### config.mk
export PLATFORM = sky130hd
export DESIGN_NAME = device_decoder_flat
export DESIGN_NICKNAME = d
export VERILOG_FILES = /design/src/rtl/device_decoder_if.sv /design/src/rtl/device_decoder.sv /design/src/flat_wrapper.sv
export SDC_FILE = /design/constraint.sdc
export NUM_CORES = 1
export LEC_CHECK = 0
export CORE_ASPECT_RATIO = 1.1
export CORE_MARGIN = 2
export CORE_UTILIZATION = 43
export CTS_BUF_LIST = sky130_fd_sc_hd__clkbuf_4 sky130_fd_sc_hd__clkbuf_8 sky130_fd_sc_hd__clkbuf_16
export DETAILED_ROUTE_END_ITERATION = 10
export PLACE_DENSITY = 0.94
export SKIP_CTS_REPAIR_TIMING = 1
export SYNTH_ARGS = -nofsm -noshare
export SYNTH_HDL_FRONTEND = slang
export SYNTH_SLANG_ARGS = --single-unit
### constraint.sdc
create_clock -name clk_i -period 3.3 [get_ports clk_i]
set_input_delay 0.825 -clock clk_i [delete_from_list [all_inputs] [get_ports clk_i]]
set_output_delay 0.825 -clock clk_i [all_outputs]
set_load 0.05 [all_outputs]
### src/rtl/device_decoder_if.sv
// Upstream device request bus between the core-to-device arbiter (master)
// and the device decoder (slave). Signal names follow the decoder's view.
interface device_decoder_if #(
  parameter int XLEN = 32
);
  // Handshake: the master pulses DEVICE_strobe_i for one cycle with
  // addr/rw/byte_enable/data valid in that cycle, and issues no further
  // strobe until it has seen DEVICE_data_ready_o. DEVICE_data_ready_o is a
  // one-cycle pulse; DEVICE_data_o is meaningful only in that cycle.
  logic              DEVICE_strobe_i;
  logic [XLEN-1:0]   DEVICE_addr_i;
  logic              DEVICE_rw_i;
  logic [XLEN/8-1:0] DEVICE_byte_enable_i;
  logic [XLEN-1:0]   DEVICE_data_i;
  logic              DEVICE_data_ready_o;
  logic [XLEN-1:0]   DEVICE_data_o;

  modport master (
    output DEVICE_strobe_i, DEVICE_addr_i, DEVICE_rw_i,
           DEVICE_byte_enable_i, DEVICE_data_i,
    input  DEVICE_data_ready_o, DEVICE_data_o
  );

  modport slave (
    input  DEVICE_strobe_i, DEVICE_addr_i, DEVICE_rw_i,
           DEVICE_byte_enable_i, DEVICE_data_i,
    output DEVICE_data_ready_o, DEVICE_data_o
  );
endinterface

### src/rtl/device_decoder.sv
// Routes serialized device requests to N_DEV memory-mapped slaves, with
// error termination for unmapped addresses and slaves that never answer.
module device_decoder #(
  parameter int              XLEN     = 32,
  parameter int              N_DEV    = 4,
  parameter logic [7:0]      BASE_HI  = 8'hC0,
  parameter int              TIMEOUT  = 255,
  parameter logic [XLEN-1:0] ERR_DATA = 32'hDEAD_BEEF
) (
  input  logic                  clk_i,
  input  logic                  rst_i,
  device_decoder_if.slave       dev,
  output logic [N_DEV-1:0]      S_strobe_o,
  output logic [XLEN-1:0]       S_addr_o,
  output logic                  S_rw_o,
  output logic [XLEN/8-1:0]     S_byte_enable_o,
  output logic [XLEN-1:0]       S_data_o,
  input  logic [N_DEV-1:0]      S_data_ready_i,
  input  logic [N_DEV*XLEN-1:0] S_data_i,
  output logic                  err_o,
  output logic [XLEN-1:0]       err_addr_o,
  output logic [1:0]            state_o
);

  typedef enum logic [1:0] {IDLE = 2'd0, ISSUE = 2'd1, WAIT = 2'd2, RESP = 2'd3} state_t;

  state_t            state_q, state_d;
  logic [XLEN-1:0]   addr_q, addr_d, wdata_q, wdata_d;
  logic              rw_q, rw_d;
  logic [XLEN/8-1:0] be_q, be_d;
  logic [7:0]        idx_q, idx_d;
  logic              mapped_q, mapped_d;
  logic              err_flag_q, err_flag_d;
  logic [15:0]       cnt_q, cnt_d;
  logic [XLEN-1:0]   resp_q, resp_d, err_addr_q, err_addr_d;

  logic [7:0]        addr_hi, idx_in;
  logic              sel_ready;
  logic [XLEN-1:0]   sel_data;
  logic [N_DEV-1:0]  sel_onehot;

  assign addr_hi = dev.DEVICE_addr_i[XLEN-1 -: 8];
  assign idx_in  = addr_hi - BASE_HI;

  // Only the latched slave index is ever looked at; other slaves are invisible.
  always_comb begin
    sel_ready  = 1'b0;
    sel_data   = '0;
    sel_onehot = '0;
    for (int k = 0; k < N_DEV; k++) begin
      if (idx_q == 8'(k)) begin
        sel_ready     = S_data_ready_i[k];
        sel_data      = S_data_i[k*XLEN +: XLEN];
        sel_onehot[k] = 1'b1;
      end
    end
  end

  always_comb begin
    state_d    = state_q;
    addr_d     = addr_q;
    wdata_d    = wdata_q;
    rw_d       = rw_q;
    be_d       = be_q;
    idx_d      = idx_q;
    mapped_d   = mapped_q;
    err_flag_d = err_flag_q;
    cnt_d      = cnt_q;
    resp_d     = resp_q;
    err_addr_d = err_addr_q;
    unique case (state_q)
      IDLE: begin
        if (dev.DEVICE_strobe_i) begin
          addr_d     = dev.DEVICE_addr_i;
          wdata_d    = dev.DEVICE_data_i;
          rw_d       = dev.DEVICE_rw_i;
          be_d       = dev.DEVICE_byte_enable_i;
          idx_d      = idx_in;
          mapped_d   = (addr_hi >= BASE_HI) && (idx_in < 8'(N_DEV));
          err_flag_d = 1'b0;
          state_d    = ISSUE;
        end
      end
      ISSUE: begin
        cnt_d = '0;
        if (!mapped_q) begin
          resp_d     = rw_q ? '0 : ERR_DATA;
          err_flag_d = 1'b1;
          err_addr_d = addr_q;
          state_d    = RESP;
        end else if (sel_ready) begin
          // A slave may answer in the same cycle it sees its strobe.
          resp_d  = rw_q ? '0 : sel_data;
          state_d = RESP;
        end else begin
          state_d = WAIT;
        end
      end
      WAIT: begin
        if (sel_ready) begin
          resp_d  = rw_q ? '0 : sel_data;
          state_d = RESP;
        end else begin
          cnt_d = cnt_q + 16'd1;
          if (cnt_d == 16'(TIMEOUT)) begin
            resp_d     = rw_q ? '0 : ERR_DATA;
            err_flag_d = 1'b1;
            err_addr_d = addr_q;
            state_d    = RESP;
          end
        end
      end
      RESP: state_d = IDLE;
      default: state_d = IDLE;
    endcase
  end

  always_ff @(posedge clk_i) begin
    if (rst_i) begin
      state_q    <= IDLE;
      addr_q     <= '0;
      wdata_q    <= '0;
      rw_q       <= 1'b0;
      be_q       <= '0;
      idx_q      <= '0;
      mapped_q   <= 1'b0;
      err_flag_q <= 1'b0;
      cnt_q      <= '0;
      resp_q     <= '0;
      err_addr_q <= '0;
    end else begin
      state_q    <= state_d;
      addr_q     <= addr_d;
      wdata_q    <= wdata_d;
      rw_q       <= rw_d;
      be_q       <= be_d;
      idx_q      <= idx_d;
      mapped_q   <= mapped_d;
      err_flag_q <= err_flag_d;
      cnt_q      <= cnt_d;
      resp_q     <= resp_d;
      err_addr_q <= err_addr_d;
    end
  end

  assign S_strobe_o              = (state_q == ISSUE && mapped_q) ? sel_onehot : '0;
  assign S_addr_o                = addr_q;
  assign S_rw_o                  = rw_q;
  assign S_byte_enable_o         = be_q;
  assign S_data_o                = wdata_q;
  assign dev.DEVICE_data_ready_o = (state_q == RESP);
  assign dev.DEVICE_data_o       = resp_q;
  assign err_o                   = (state_q == RESP) && err_flag_q;
  assign err_addr_o              = err_addr_q;
  assign state_o                 = state_q;

endmodule

### src/flat_wrapper.sv
// flat-port wrapper written by rule: the top's interface ports become plain ports
module device_decoder_flat 
#(
  parameter int              XLEN     = 32,
  parameter int              N_DEV    = 4,
  parameter logic [7:0]      BASE_HI  = 8'hC0,
  parameter int              TIMEOUT  = 255,
  parameter logic [XLEN-1:0] ERR_DATA = 32'hDEAD_BEEF
)
  (clk_i, rst_i, S_strobe_o, S_addr_o, S_rw_o, S_byte_enable_o, S_data_o, S_data_ready_i, S_data_i, err_o, err_addr_o, state_o, dev_DEVICE_strobe_i, dev_DEVICE_addr_i, dev_DEVICE_rw_i, dev_DEVICE_byte_enable_i, dev_DEVICE_data_i, dev_DEVICE_data_ready_o, dev_DEVICE_data_o);
  device_decoder_if #(.XLEN(XLEN)) dev_i ();
  input  logic clk_i;
  input  logic rst_i;
  output logic [N_DEV-1:0] S_strobe_o;
  output logic [XLEN-1:0] S_addr_o;
  output logic S_rw_o;
  output logic [XLEN/8-1:0] S_byte_enable_o;
  output logic [XLEN-1:0] S_data_o;
  input  logic [N_DEV-1:0] S_data_ready_i;
  input  logic [N_DEV*XLEN-1:0] S_data_i;
  output logic err_o;
  output logic [XLEN-1:0] err_addr_o;
  output logic [1:0] state_o;
  input wire logic [$bits(dev_i.DEVICE_strobe_i)-1:0] dev_DEVICE_strobe_i;
  input wire logic [$bits(dev_i.DEVICE_addr_i)-1:0] dev_DEVICE_addr_i;
  input wire logic [$bits(dev_i.DEVICE_rw_i)-1:0] dev_DEVICE_rw_i;
  input wire logic [$bits(dev_i.DEVICE_byte_enable_i)-1:0] dev_DEVICE_byte_enable_i;
  input wire logic [$bits(dev_i.DEVICE_data_i)-1:0] dev_DEVICE_data_i;
  output wire logic [$bits(dev_i.DEVICE_data_ready_o)-1:0] dev_DEVICE_data_ready_o;
  output wire logic [$bits(dev_i.DEVICE_data_o)-1:0] dev_DEVICE_data_o;
  assign dev_i.DEVICE_strobe_i = dev_DEVICE_strobe_i;
  assign dev_i.DEVICE_addr_i = dev_DEVICE_addr_i;
  assign dev_i.DEVICE_rw_i = dev_DEVICE_rw_i;
  assign dev_i.DEVICE_byte_enable_i = dev_DEVICE_byte_enable_i;
  assign dev_i.DEVICE_data_i = dev_DEVICE_data_i;
  assign dev_DEVICE_data_ready_o = dev_i.DEVICE_data_ready_o;
  assign dev_DEVICE_data_o = dev_i.DEVICE_data_o;
  device_decoder #(.XLEN(XLEN), .N_DEV(N_DEV), .BASE_HI(BASE_HI), .TIMEOUT(TIMEOUT), .ERR_DATA(ERR_DATA)) u_core (.clk_i(clk_i), .rst_i(rst_i), .dev(dev_i), .S_strobe_o(S_strobe_o), .S_addr_o(S_addr_o), .S_rw_o(S_rw_o), .S_byte_enable_o(S_byte_enable_o), .S_data_o(S_data_o), .S_data_ready_i(S_data_ready_i), .S_data_i(S_data_i), .err_o(err_o), .err_addr_o(err_addr_o), .state_o(state_o));
endmodule
==> flow_metrics.py <==
metrics = {
    "critical_path": {
        "worstPathRequired_ns": 3.62,
        "path_max_fanout": 32,
        "r2r-start": "u_core.cnt_q[1]$_SDFFE_PP0P_",
        "reg2reg_slack_ns": 0.22,
        "crit_chain": "ha_1 > and3_1 > a31oi_1 > or4_4 > nand3b_1 > o31a_1 > or2_2 > buf_12 > a221oi_1",
        "startpoint_type": "register",
        "end_kind": "register",
        "r2r_cells": 9,
        "critPathMaxStageDelay_ns": 0.57,
        "critPathKind": "register to register",
        "cp_slowest_cell": "or4_4",
        "cp.arrival_ns": 3.40,
        "r2r_end": "u_core.dev.DEVICE_data_o[31]$_SDFFE_PP0P_",
        "path_delay_family": "simple AND/OR/NAND/NOR gates",
        "worstPathBufferInverterCount": 1,
    },
    "final_layout": {
        "drive_gt1_share_pct": 10.3,
        "final_common_cell": "clkdlybuf4s50_1",
        "fin_nets": 1471,
        "syn_to_final_growth_pct": 54.1,
        "layout_common_cells": "339 x clkdlybuf4s50_1, 212 x nand2_1, 153 x dfxtp_1, 83 x a21oi_1, 49 x nor2_1",
        "final_cells": 1513,
    },
    "clocking": {
        "cts_made_buffers": 17,
        "ctsRootBufferMaster": "clkbuf_16",
        "cts_tree": "done",
        "path_clk_slew_ns": 0.06,
        "cts_max_level": 4,
        "cts_sinks": 155,
        "clk_path_buf_depth": 2,
        "clock_latency_ns": 0.42,
    },
    "min_path": {
        "worst_hold_path.endpoint": "u_core.S_data_o[12]$_SDFFE_PP0P_",
        "hp-class": "register to register",
        "min_from": "u_core.S_data_o[12]$_SDFFE_PP0P_",
        "worstHoldPathCells": 2,
    },
    "yosys": {
        "synth_edf_count": 0,
        "synth_async_sr_flop_share_pct": 0,
        "synth_area_per_cell_um2": 8.13,
        "syn-num-nets": 1177,
        "yosys_warnings": 0,
        "synth_ff_type": "dfxtp_1",
        "ys_types": 47,
        "synth-seq-cells": 155,
        "seq_area_frac_synth_pct": 39.5,
        "syn-instance-count": 965,
        "synth.cell_area_um2": 7850,
    },
    "floorplan": {
        "rows": 51,
        "die_x_um": 133,
        "start_util_pct": 44.1,
        "die_h_um": 146,
        "ios": 345,
        "coreArea_um2": 17800,
        "die_area_um2": 19300,
    },
    "timing": {
        "setup_ws_ns": 0.220,
        "tns_ns": 0,
        "hold_viol_final": 0,
        "fmax_mhz": 325,
        "tightest_slew_ns": 0.825,
        "fin_hold_ws_ns": 0.454,
        "rsz0062_at_grt": "false",
        "period_share_pct": 93.3,
        "setup_viol": 0,
        "slew_viol_final": 0,
        "min_period_ns": 3.08,
        "max_slew_margin_pct": 44.5,
        "finClkSkew_ns": 0.0125,
    },
    "route": {
        "vias_per_cell": 5.61,
        "ant_nets": 0,
        "drt-pass1-iter-count": 7,
        "drt_iter0_drc": 581,
        "drc": 0,
        "vias": 8488,
        "routed_wl_mm": 27.4,
        "wl_per_cell_um": 18.1,
    },
    "placement": {
        "post-place-ws_ns": 0.145,
        "dp.cells": 1478,
        "io_buffers": 344,
        "place_congestion": 0.909,
        "hpwl_mm": 19.9,
    },
    "global_route": {
        "grt_max_degree": 73,
        "overflow": 0,
        "antenna_found_initial": 6,
        "grt_pass1_vias": 8151,
        "grt_use_total_pct": 27.3,
        "grt_pass1_wl_mm": 42.6,
    },
    "power": {
        "switching_power_mw": 3.84,
        "power_frac_comb_pct": 49.5,
        "powerDensity_nw_per_um2": 721,
        "finalPower_mw": 8.71,
        "power_frac_seq_pct": 27.9,
        "ir_drop_v": 0.000510,
        "p_int_mw": 4.88,
        "p_sw_share_pct": 44.0,
        "p_leak_nw": 4.30,
        "power.clock.fraction_pct": 22.5,
    },
    "outcome": {
        "status": "complete, no violations",
    },
    "flow_run": {
        "drv_cap": 0,
    },
}
[cell usage after synthesis (3+ instances only)]
library cell | instances | area [um^2]
nor4_1 | 5 | 31.3
nand2_1 | 214 | 803
o21ai_0 | 36 | 180
mux2i_1 | 11 | 110
inv_1 | 34 | 128
a21oi_1 | 83 | 415
o311ai_0 | 32 | 280
a221oi_2 | 22 | 330
ha_1 | 8 | 100
and3_1 | 37 | 231
buf_6 | 5 | 56.3
dfxtp_1 | 155 | 3100
or2_2 | 3 | 18.8
nor2_1 | 49 | 184
mux4_2 | 9 | 203
a311oi_1 | 6 | 52.6
a31oi_1 | 4 | 25.0
and2_1 | 4 | 25.0
mux2_2 | 24 | 270
nor3_1 | 7 | 35.0
o22ai_1 | 24 | 150
buf_4 | 8 | 60.1
o211ai_1 | 3 | 22.5
xnor2_1 | 5 | 43.8
nand3_1 | 38 | 190
clkbuf_1 | 73 | 274
a2bb2oi_1 | 32 | 280
buf_1 | 5 | 18.8
nand4_1 | 6 | 37.5
[power groups by stage]
| stage | Combinational (mW) | Clock (mW) | Sequential, mW |
|---|---|---|---|
| 4_1_cts | 4.32 | 2.00 | 2.43 |
| 5_1_grt | 4.58 | 2.06 | 2.47 |
| 2_1_floorplan | 1.89 | 0 | 3.44 |
| 3_3_place_gp | 4.22 | 0 | 2.46 |
| 6_report | 4.32 | 1.96 | 2.44 |
| 3_5_place_dp | 4.30 | 0 | 2.47 |
[metrics by stage]
step / instance area (um^2) / utilization, %
4_1_cts: 12100 / 67.9
5_1_grt: 12100 / 67.9
6_report: 12100 / 67.9
3_5_place_dp: 11500 / 64.6
3_3_place_gp: 11500 / 64.6
2_1_floorplan: 7850 / -
[worst min-delay path: stages (launching register included)]
cell     delay [ns]
dfxtp_1        0.30
nand2_1        0.05
a21oi_1        0.05
[area by class of cell]
type,instances,area [um^2]
Clock buffer,17,425
Sequential cell,155,3110
Timing Repair Buffer,368,3720
Multi-Input combinational cell,683,4240
Antenna cell,4,10.0
Tap cell,238,298
Fill cell,1342,5710
Inverter,34,128
Clock inverter,14,160
[worst max-delay path by stage]
stage | start | end | slack [ns] | cells past startpoint
global route | u_core.cnt_q[1]$_SDFFE_PP0P_ | u_core.dev.DEVICE_data_o[31]$_SDFFE_PP0P_ | 0.03 | 9
global placement | S_data_ready_i[3] | u_core.err_addr_o[23]$_SDFFE_PP0P_ | 0.18 | 7
floorplan | u_core.state_o[0]$_SDFFE_PP0P_ | S_strobe_o[0] | -0.43 | 5
finish | u_core.cnt_q[1]$_SDFFE_PP0P_ | u_core.dev.DEVICE_data_o[31]$_SDFFE_PP0P_ | 0.22 | 9
CTS | u_core.cnt_q[1]$_SDFFE_PP0P_ | u_core.dev.DEVICE_data_o[31]$_SDFFE_PP0P_ | 0.21 | 9
detailed placement | S_data_ready_i[2] | u_core.err_addr_o[10]$_SDFFE_PP0P_ | 0.14 | 7
[state kept, by name, indices dropped and copies added (netlist names), 2 cells and up]
register and count:
u_core.S_addr_o 26, u_core.S_data_o 32, u_core.idx_q 8, u_core.err_addr_o 32, u_core.dev.DEVICE_data_o 32, u_core.S_byte_enable_o 4
u_core.state_o 2, u_core.cnt_q 16
[logic make-up after synthesis]
logic type	share of synthesized area, %
fa+ha+maj	1.28
mux	7.43
xor+xnor	0.670
simple gates	21.0
compound gates	23.2
flops	39.5
buf+inv	6.97
[layer usage]
layer | global-route usage [%] | share of wire, % | vias up
met1 | 29.6 | 37 | 3965
met2 | 47.9 | 49 | 415
li1 | - | - | 4038
met5 | 0 | 0.098 | -
met3 | 9.40 | 9.4 | 66
met4 | 12.2 | 3.6 | 4
Power figures use the tool's default switching activity.
